File: src/rtl/mem_wb_stage.sv
// -----------------------------------------------------------------------------
// mem_wb_stage
//
// MEM/WB pipeline register and write-back selection for the MIPS core.
// Captures one MEM-stage entry per enabled cycle, selects the data that is
// written back to the register file, freezes once a HALT entry reaches
// write-back, and counts retired instructions for the debug unit.
//
// Ports
//   i_clk, i_reset    clock; synchronous active-high reset
//   i_enable          stage advance (low = stall / debug hold)
//   i_flush           synchronous clear of latch, FSM and counter
//   i_valid, i_halt   entry is a real instruction / entry is HALT
//   i_reg_wr          entry writes the register file
//   i_wb_src          0 = ALU, 1 = memory data, 2 = return address, 3 = zero
//   i_rd_addr         destination register
//   i_mem_rd          extended read data from the memory stage
//   i_alu_result      ALU result forwarded through MEM
//   i_return_addr     link address for JAL/JALR
//   o_wb_data         write-back data (combinational from the latch)
//   o_wb_reg_addr     write-back destination
//   o_wb_reg_wr       register-file write strobe
//   o_halt            program finished, stage frozen (FSM state)
//   o_retired         saturating retired-instruction count
//
// Handshake: there is no ready path. An entry is accepted on every rising
// edge where the stage is running and i_enable is high; i_valid only marks
// whether that accepted entry is a real instruction or a bubble.
// -----------------------------------------------------------------------------
module mem_wb_stage #(
    parameter int IO_BUS_SIZE   = 32,
    parameter int REG_ADDR_SIZE = 5,
    parameter int COUNTER_SIZE  = 32
) (
    input  logic                     i_clk,
    input  logic                     i_reset,
    input  logic                     i_enable,
    input  logic                     i_flush,
    input  logic                     i_valid,
    input  logic                     i_halt,
    input  logic                     i_reg_wr,
    input  logic [1:0]               i_wb_src,
    input  logic [REG_ADDR_SIZE-1:0] i_rd_addr,
    input  logic [IO_BUS_SIZE-1:0]   i_mem_rd,
    input  logic [IO_BUS_SIZE-1:0]   i_alu_result,
    input  logic [IO_BUS_SIZE-1:0]   i_return_addr,
    output logic [IO_BUS_SIZE-1:0]   o_wb_data,
    output logic [REG_ADDR_SIZE-1:0] o_wb_reg_addr,
    output logic                     o_wb_reg_wr,
    output logic                     o_halt,
    output logic [COUNTER_SIZE-1:0]  o_retired
);

    typedef enum logic {
        ST_RUN    = 1'b0,
        ST_HALTED = 1'b1
    } state_t;

    localparam logic [COUNTER_SIZE-1:0] CNT_MAX = '1;
    localparam logic [COUNTER_SIZE-1:0] CNT_ONE = COUNTER_SIZE'(1);

    state_t                   state;
    logic                     lat_valid;
    logic                     lat_halt;
    logic                     lat_reg_wr;
    logic [1:0]               lat_wb_src;
    logic [REG_ADDR_SIZE-1:0] lat_rd;
    logic [IO_BUS_SIZE-1:0]   lat_mem_rd;
    logic [IO_BUS_SIZE-1:0]   lat_alu;
    logic [IO_BUS_SIZE-1:0]   lat_ret;
    logic [COUNTER_SIZE-1:0]  retired;

    // Reset and flush are indistinguishable in effect: flush exists so a
    // program reload can clear the stage without a core-wide reset.
    always_ff @(posedge i_clk) begin
        if (i_reset || i_flush) begin
            state      <= ST_RUN;
            lat_valid  <= 1'b0;
            lat_halt   <= 1'b0;
            lat_reg_wr <= 1'b0;
            lat_wb_src <= 2'd0;
            lat_rd     <= '0;
            lat_mem_rd <= '0;
            lat_alu    <= '0;
            lat_ret    <= '0;
            retired    <= '0;
        end else if (state == ST_RUN) begin
            // The HALT entry currently at write-back freezes the stage from
            // the next edge; this edge still accepts (and counts) a new entry.
            if (lat_valid && lat_halt) begin
                state <= ST_HALTED;
            end
            if (i_enable) begin
                lat_valid  <= i_valid;
                lat_halt   <= i_halt;
                lat_reg_wr <= i_reg_wr;
                lat_wb_src <= i_wb_src;
                lat_rd     <= i_rd_addr;
                lat_mem_rd <= i_mem_rd;
                lat_alu    <= i_alu_result;
                lat_ret    <= i_return_addr;
                if (i_valid && !i_halt && (retired != CNT_MAX)) begin
                    retired <= retired + CNT_ONE;
                end
            end
        end
        // ST_HALTED: everything holds until reset or flush.
    end

    always_comb begin
        o_wb_data = '0;
        case (lat_wb_src)
            2'd0:    o_wb_data = lat_alu;
            2'd1:    o_wb_data = lat_mem_rd;
            2'd2:    o_wb_data = lat_ret;
            default: o_wb_data = '0;
        endcase
    end

    assign o_wb_reg_addr = lat_rd;
    // $0 is hard-wired zero, so writes to it are dropped here.
    assign o_wb_reg_wr   = lat_valid && lat_reg_wr && !lat_halt &&
                           (lat_rd != '0) && (state == ST_RUN);
    assign o_halt        = (state == ST_HALTED);
    assign o_retired     = retired;

endmodule

File: config.mk
export PLATFORM = sky130hd
export DESIGN_NAME = mem_wb_stage
export DESIGN_NICKNAME = d
export VERILOG_FILES = /design/src/rtl/mem_wb_stage.sv
export SDC_FILE = /design/constraint.sdc
export NUM_CORES = 1
export LEC_CHECK = 0
export ABC_CLOCK_PERIOD_IN_PS = 3810
export BUFFER_PORTS_ARGS = -buffer_cell sky130_fd_sc_hd__clkbuf_2
export CAP_MARGIN = 20
export CORE_UTILIZATION = 45
export DETAILED_ROUTE_END_ITERATION = 16
export GPL_TIMING_DRIVEN = 0
export MAX_ROUTING_LAYER = met4
export PLACE_DENSITY_LB_ADDON = 0.1
export SYNTH_ARGS = -nofsm -noshare
export SYNTH_HDL_FRONTEND = slang
export SYNTH_SLANG_ARGS = --single-unit
File: constraint.sdc
create_clock -name i_clk -period 3.81 [get_ports i_clk]
set_input_delay 0.1905 -clock i_clk [delete_from_list [all_inputs] [get_ports i_clk]]
set_output_delay 0.1905 -clock i_clk [all_outputs]
set_load 0.1 [all_outputs]
Word level (Yosys, flattened, before mapping)
Index checks and enable logic that the tools add are counted.
{ "totals": {"ff_bits": 139, "in_bits": 110, "output_inout_bits": 71, "word_cells": 32} }
{ "op_classes": {"n_addsub": 1, "n_eq_ne": 3, "mux": 3, "bitwise": 1, "n_reduce_logical": 14} }
{ "ops": {"columns": ["cell", "count"], "rows": [
  ["$pmux W32 S3", 1],
  ["$add A32 B1 Y32 const B", 1],
  ["$ne A32 B32 Y1 const B", 1],
  ["$logic_and A1 B1 Y1", 7],
  ["$reduce_bool A5 Y1", 1],
  ["$reduce_and A3 Y1", 1],
  ["$eq A2 B1 Y1 const B", 1],
  ["$eq A2 B2 Y1 const B", 1],
  ["$logic_not A1 Y1", 2],
  ["$logic_not A2 Y1", 1],
  ["$mux W1", 2],
  ["$reduce_and A2 Y1", 1],
  ["$logic_or A1 B1 Y1", 1],
  ["$not A1 Y1", 1]
]} }

Longest topological paths before layout
{ "logic_depth": {"word_depth": 4, "mapped_depth": 8, "ltp_nobuf": 6} }

Worst setup path after synthesis
OpenSTA, ideal clock, no wires.
{ "synth_path": {"path_type": "reg-to-output", "startpoint": "register lat_wb_src[0]", "endpoint": "output o_wb_data[10]", "arrival_ns": 3.276, "required_ns": 3.619, "path_slack_ns": 0.344, "path_stages_with_launch": 5, "path_buffers": 2, "cell_sequence": "dfxtp_1 clkbuf_1 buf_1 mux2i_1 o21ai_0"} }
{ "synth_via": {"elab_chain_len": 2, "elab_cells_between_ends": 4, "classes_between": "2 x eq/ne; 1 x mux; 1 x reduce/logical"} }
{ "synth_rtl": {"columns": ["item", "line", "source"], "rows": [
  ["start, declared", "66", "logic [1:0] lat_wb_src;"],
  ["start signal, assigned", "97", "lat_wb_src <= i_wb_src;"],
  ["$eq A2 B2 Y1 (tied with other cells)", "112", "case (lat_wb_src)"],
  ["$pmux W32 S3 *", "112", null],
  ["end, declared", "47", "output logic [IO_BUS_SIZE-1:0] o_wb_data,"]
]} }
Mark *: on every way between the ends. The rest lies on a longest branch, timed or not.

Worst setup path after layout
{ "layout_path": {"startpoint": "register lat_wb_src[0]", "endpoint": "output o_wb_data[29]"} }
The elaborated chain is that of the path after synthesis.

==> impl_metrics.tcl <==
set metrics [dict create \
    root_buffer "clkbuf_16" \
    drc_errors 0 \
    path_buf_inv 3 \
    maxCapViolations 0 \
    ant_nets 0 \
    drt-total-wl_um 19100 \
    fin_tns_setup_ns 0 \
    finalCritPeriodShare_pct 77.1 \
    fmax_mhz 340 \
    crit_family "buffers and inverters" \
    cp.required_ns 3.62 \
    post-route-cell-area_mm2 0.00861 \
    synth_area_mm2 0.00604 \
    clk-insertion-delay-late_ns 0.43 \
    dp.final_hpwl_um 13300 \
    yosysWarnings 0 \
    drive_gt1_share_pct 21.7 \
    wl_met2_um 8960 \
    cts_max_path_buffers 2 \
    vias 6359 \
    via_per_inst 5.09 \
    leakagePower_nw 3.42 \
    rows 41 \
    top_layer_used "met4" \
    max_slew_margin_pct 39.3 \
    met1_length_um 8900 \
    finClkSkew_ns 0.00731 \
    multiInputGateArea_mm2 0.00300 \
    slew_violations 0 \
    hold_viol_final 0 \
    cp_cell_sequence "clkbuf_1 -> buf_1 -> mux2i_1 -> o21ai_0 -> clkbuf_2" \
    gp_congestion 0.851 \
    min_period_ns 2.94 \
    slowest_delay_ns 0.70 \
    path_clk_slew_ns 0.06 \
    dpl_cell_area_mm2 0.00716 \
    r2r_setup_slack_ns 1.45 \
    tightest_slew_ns 0.911 \
    arrival_ns 2.75 \
    cpMaxStageDelayCell "buf_1" \
    gr-total-overflow 0 \
    clock-sinks 139 \
    peakVddDrop_v 0.000400 \
    hp-class "in -> reg" \
    ctsHtreeMaxLevel 4 \
    end_kind "output port" \
    core_area_mm2 0.0129 \
    first_pass_iters 7 \
    status "finished clean" \
    seqCellArea_mm2 0.00278 \
    synth_ff_type "dfxtp_1" \
    syn_area_per_cell_um2 7.75 \
    setup_viol 0 \
    grtUsageTotal_pct 28.7 \
    worst_setup_path_start_kind "flop" \
    ys_types 48 \
    rsz0062_at_grt "false" \
    wl_per_cell_um 15.3 \
    drt_iter0_drc 449 \
    grt_antenna_before_repair 0 \
    yosysSeqAreaShare_pct 46.0 \
    synth_cells 780 \
    start_util_pct 46.9 \
    die_h_um 118 \
    path_max_fanout 10 \
    grt_pass1_vias 6126 \
    grt_pass1_wl_um 30500 \
    syn_to_final_growth_pct 42.4 \
    portBuffers 180 \
    synth_edf_count 0 \
    dieWidth_um 118 \
    grt_max_degree 17 \
    async_reset_ff_share_pct 0 \
    num-nets-final 1174 \
    ys_ff_latch 139 \
    powerDensity_mw_per_mm2 423 \
    synth_nets 891 \
    die-area_mm2 0.0139 \
    ios 181 \
    tritoncts "built" \
    path_class "reg -> out" \
    fillers 1146 \
    cts_buffers 17 \
    wl_met3_um 1010 \
]
## through the flow
step / setup WS [ns] / hold slack [ns] / total power [W] / utilization (%) / instances
6_report: 0.873 / 0.00872 / 0.00364 / 66.8 / 1249
3_3_place_gp: 1.35 / 0.415 / 0.00191 / 55.6 / 1132
4_1_cts: 0.877 / 0.000860 / 0.00364 / 66.7 / 1247
5_1_grt: 0.699 / 0.00264 / 0.00376 / 66.8 / 1248
3_5_place_dp: 1.33 / 0.419 / 0.00191 / 55.6 / 1132
2_1_floorplan: 0.344 / 0.324 / 0.00178 / - / 780
## state kept, by name, summed over array words and instances, names as in the netlist
| name | flops |
|---|---|
| lat_reg_wr | 1 |
| lat_valid | 1 |
| o_wb_reg_addr | 5 |
| lat_mem_rd | 32 |
| lat_wb_src | 2 |
| lat_alu | 32 |
| lat_ret | 32 |
| o_retired | 32 |
| lat_halt | 1 |
| o_halt | 1 |
## power by group
group,internal (W),switching [W],leakage [nW],total [W]
logic,0.000159,0.000281,1.99,0.000440
registers,0.00149,0.0000210,1.13,0.00151
clock network,0.00105,0.000632,0.298,0.00169
total,0.00270,0.000934,3.42,0.00364
## tightest hold or removal path, delay by kind of cell
family / cells / cell delay, ns
buffers and inverters: 1 / 0.08
AOI/OAI and AO/OA: 1 / 0.06
and+or+nand+nor: 1 / 0.06
## cell families (layout without fill, tap and decap cells)
| family | after synthesis | in the layout | share of synthesized area, % |
|---|---|---|---|
| AO/OA/AOI/OAI | 188 | 188 | 16.8 |
| XOR/XNOR | 7 | 7 | 1.01 |
| adder cells (fa/ha/maj) | 1 | 1 | 0.207 |
| buffers and inverters | 57 | 353 | 4.33 |
| flip-flops | 139 | 139 | 46.0 |
| multiplexers | 34 | 34 | 5.63 |
| other | 0 | 1 | 0 |
| AND/OR/NAND/NOR | 354 | 354 | 25.9 |
## routing by layer
metal / global-route usage, % / vias to the layer above
li1: - / 3236
met1: 35.8 / 2900
met2: 46.0 / 196
met3: 6.59 / 27
met4: 8.49 / 0
met5: - / -
## cell usage in the layout, fill, tap and decap left out, types with 2 or more instances in the layout
master / n
a21oi_1: 127
bufinv_16: 3
clkinvlp_4: 2
nor2_1: 18
buf_1: 7
o211ai_1: 2
mux2i_1: 34
or4b_1: 2
or4_2: 2
and3_1: 3
o31ai_1: 8
a31o_2: 2
nor3_1: 5
clkbuf_1: 40
buf_2: 2
xor2_1: 3
dlygate4sd3_1: 84
and4_1: 3
or4_1: 8
clkbuf_2: 180
clkinv_2: 7
nand2_1: 269
buf_4: 2
buf_6: 5
clkbuf_16: 17
o41ai_1: 3
xnor2_1: 4
nor2b_1: 2
nand4_2: 2
nand3_1: 10
o21ai_0: 40
nand4_1: 8
dfxtp_1: 139
or3_1: 9
o2111ai_1: 2
clkbuf_8: 2
## repair_timing
| item | in CTS | in global routing |
|---|---|---|
| setup endpoints to repair | 0 | 0 |
| resized for setup | 0 | 0 |
| buffers inserted | 0 | 0 |
| hold buffers | 83 | 1 |
| endpoints found under the hold margin | 83 | 1 |
## worst paths after layout
kind | start | endpoint | depth (start not counted)
max | lat_wb_src[0] | o_wb_data[29] | 5
min | i_return_addr[10] | lat_ret[10] | 3
max reg2reg | o_retired[2] | o_retired[23] | 5
min reg2reg | lat_alu[7] | lat_alu[7] | 2
## area by class of cell
cell class	count	share of cell area, %
diodes	1	0.0291
plain buffers	56	3.00
clock buffers	19	5.26
clock inverters	13	1.73
inverters	1	0.0436
multi-input cells	584	34.9
flip-flops and latches	139	32.3
well taps	172	2.50
repair buffers	264	20.2
## cell usage after synthesis (all sizes together), types with 2 or more instances
| cell | number | share of area (%) |
|---|---|---|
| or4b | 2 | 0.33 |
| clkbuf | 40 | 2.5 |
| nand2 | 269 | 17 |
| buf | 16 | 1.8 |
| o211ai | 2 | 0.25 |
| nor4 | 3 | 0.66 |
| a21oi | 127 | 11 |
| o21ai | 40 | 3.3 |
| xnor2 | 4 | 0.58 |
| nor2 | 18 | 1.1 |
| or4 | 11 | 1.5 |
| o31ai | 9 | 1.3 |
| and3 | 3 | 0.31 |
| mux2i | 34 | 5.6 |
| dfxtp | 139 | 46 |
| xor2 | 3 | 0.43 |
| nand3 | 11 | 0.99 |
| o41ai | 3 | 0.43 |
| or3 | 9 | 0.93 |
| a31o | 2 | 0.29 |
| and4 | 3 | 0.43 |
| nand4 | 10 | 1.2 |
| nor2b | 2 | 0.21 |
| o2111ai | 2 | 0.29 |
| nor3 | 5 | 0.41 |
No activity file was read; power rests on OpenSTA's default activity.
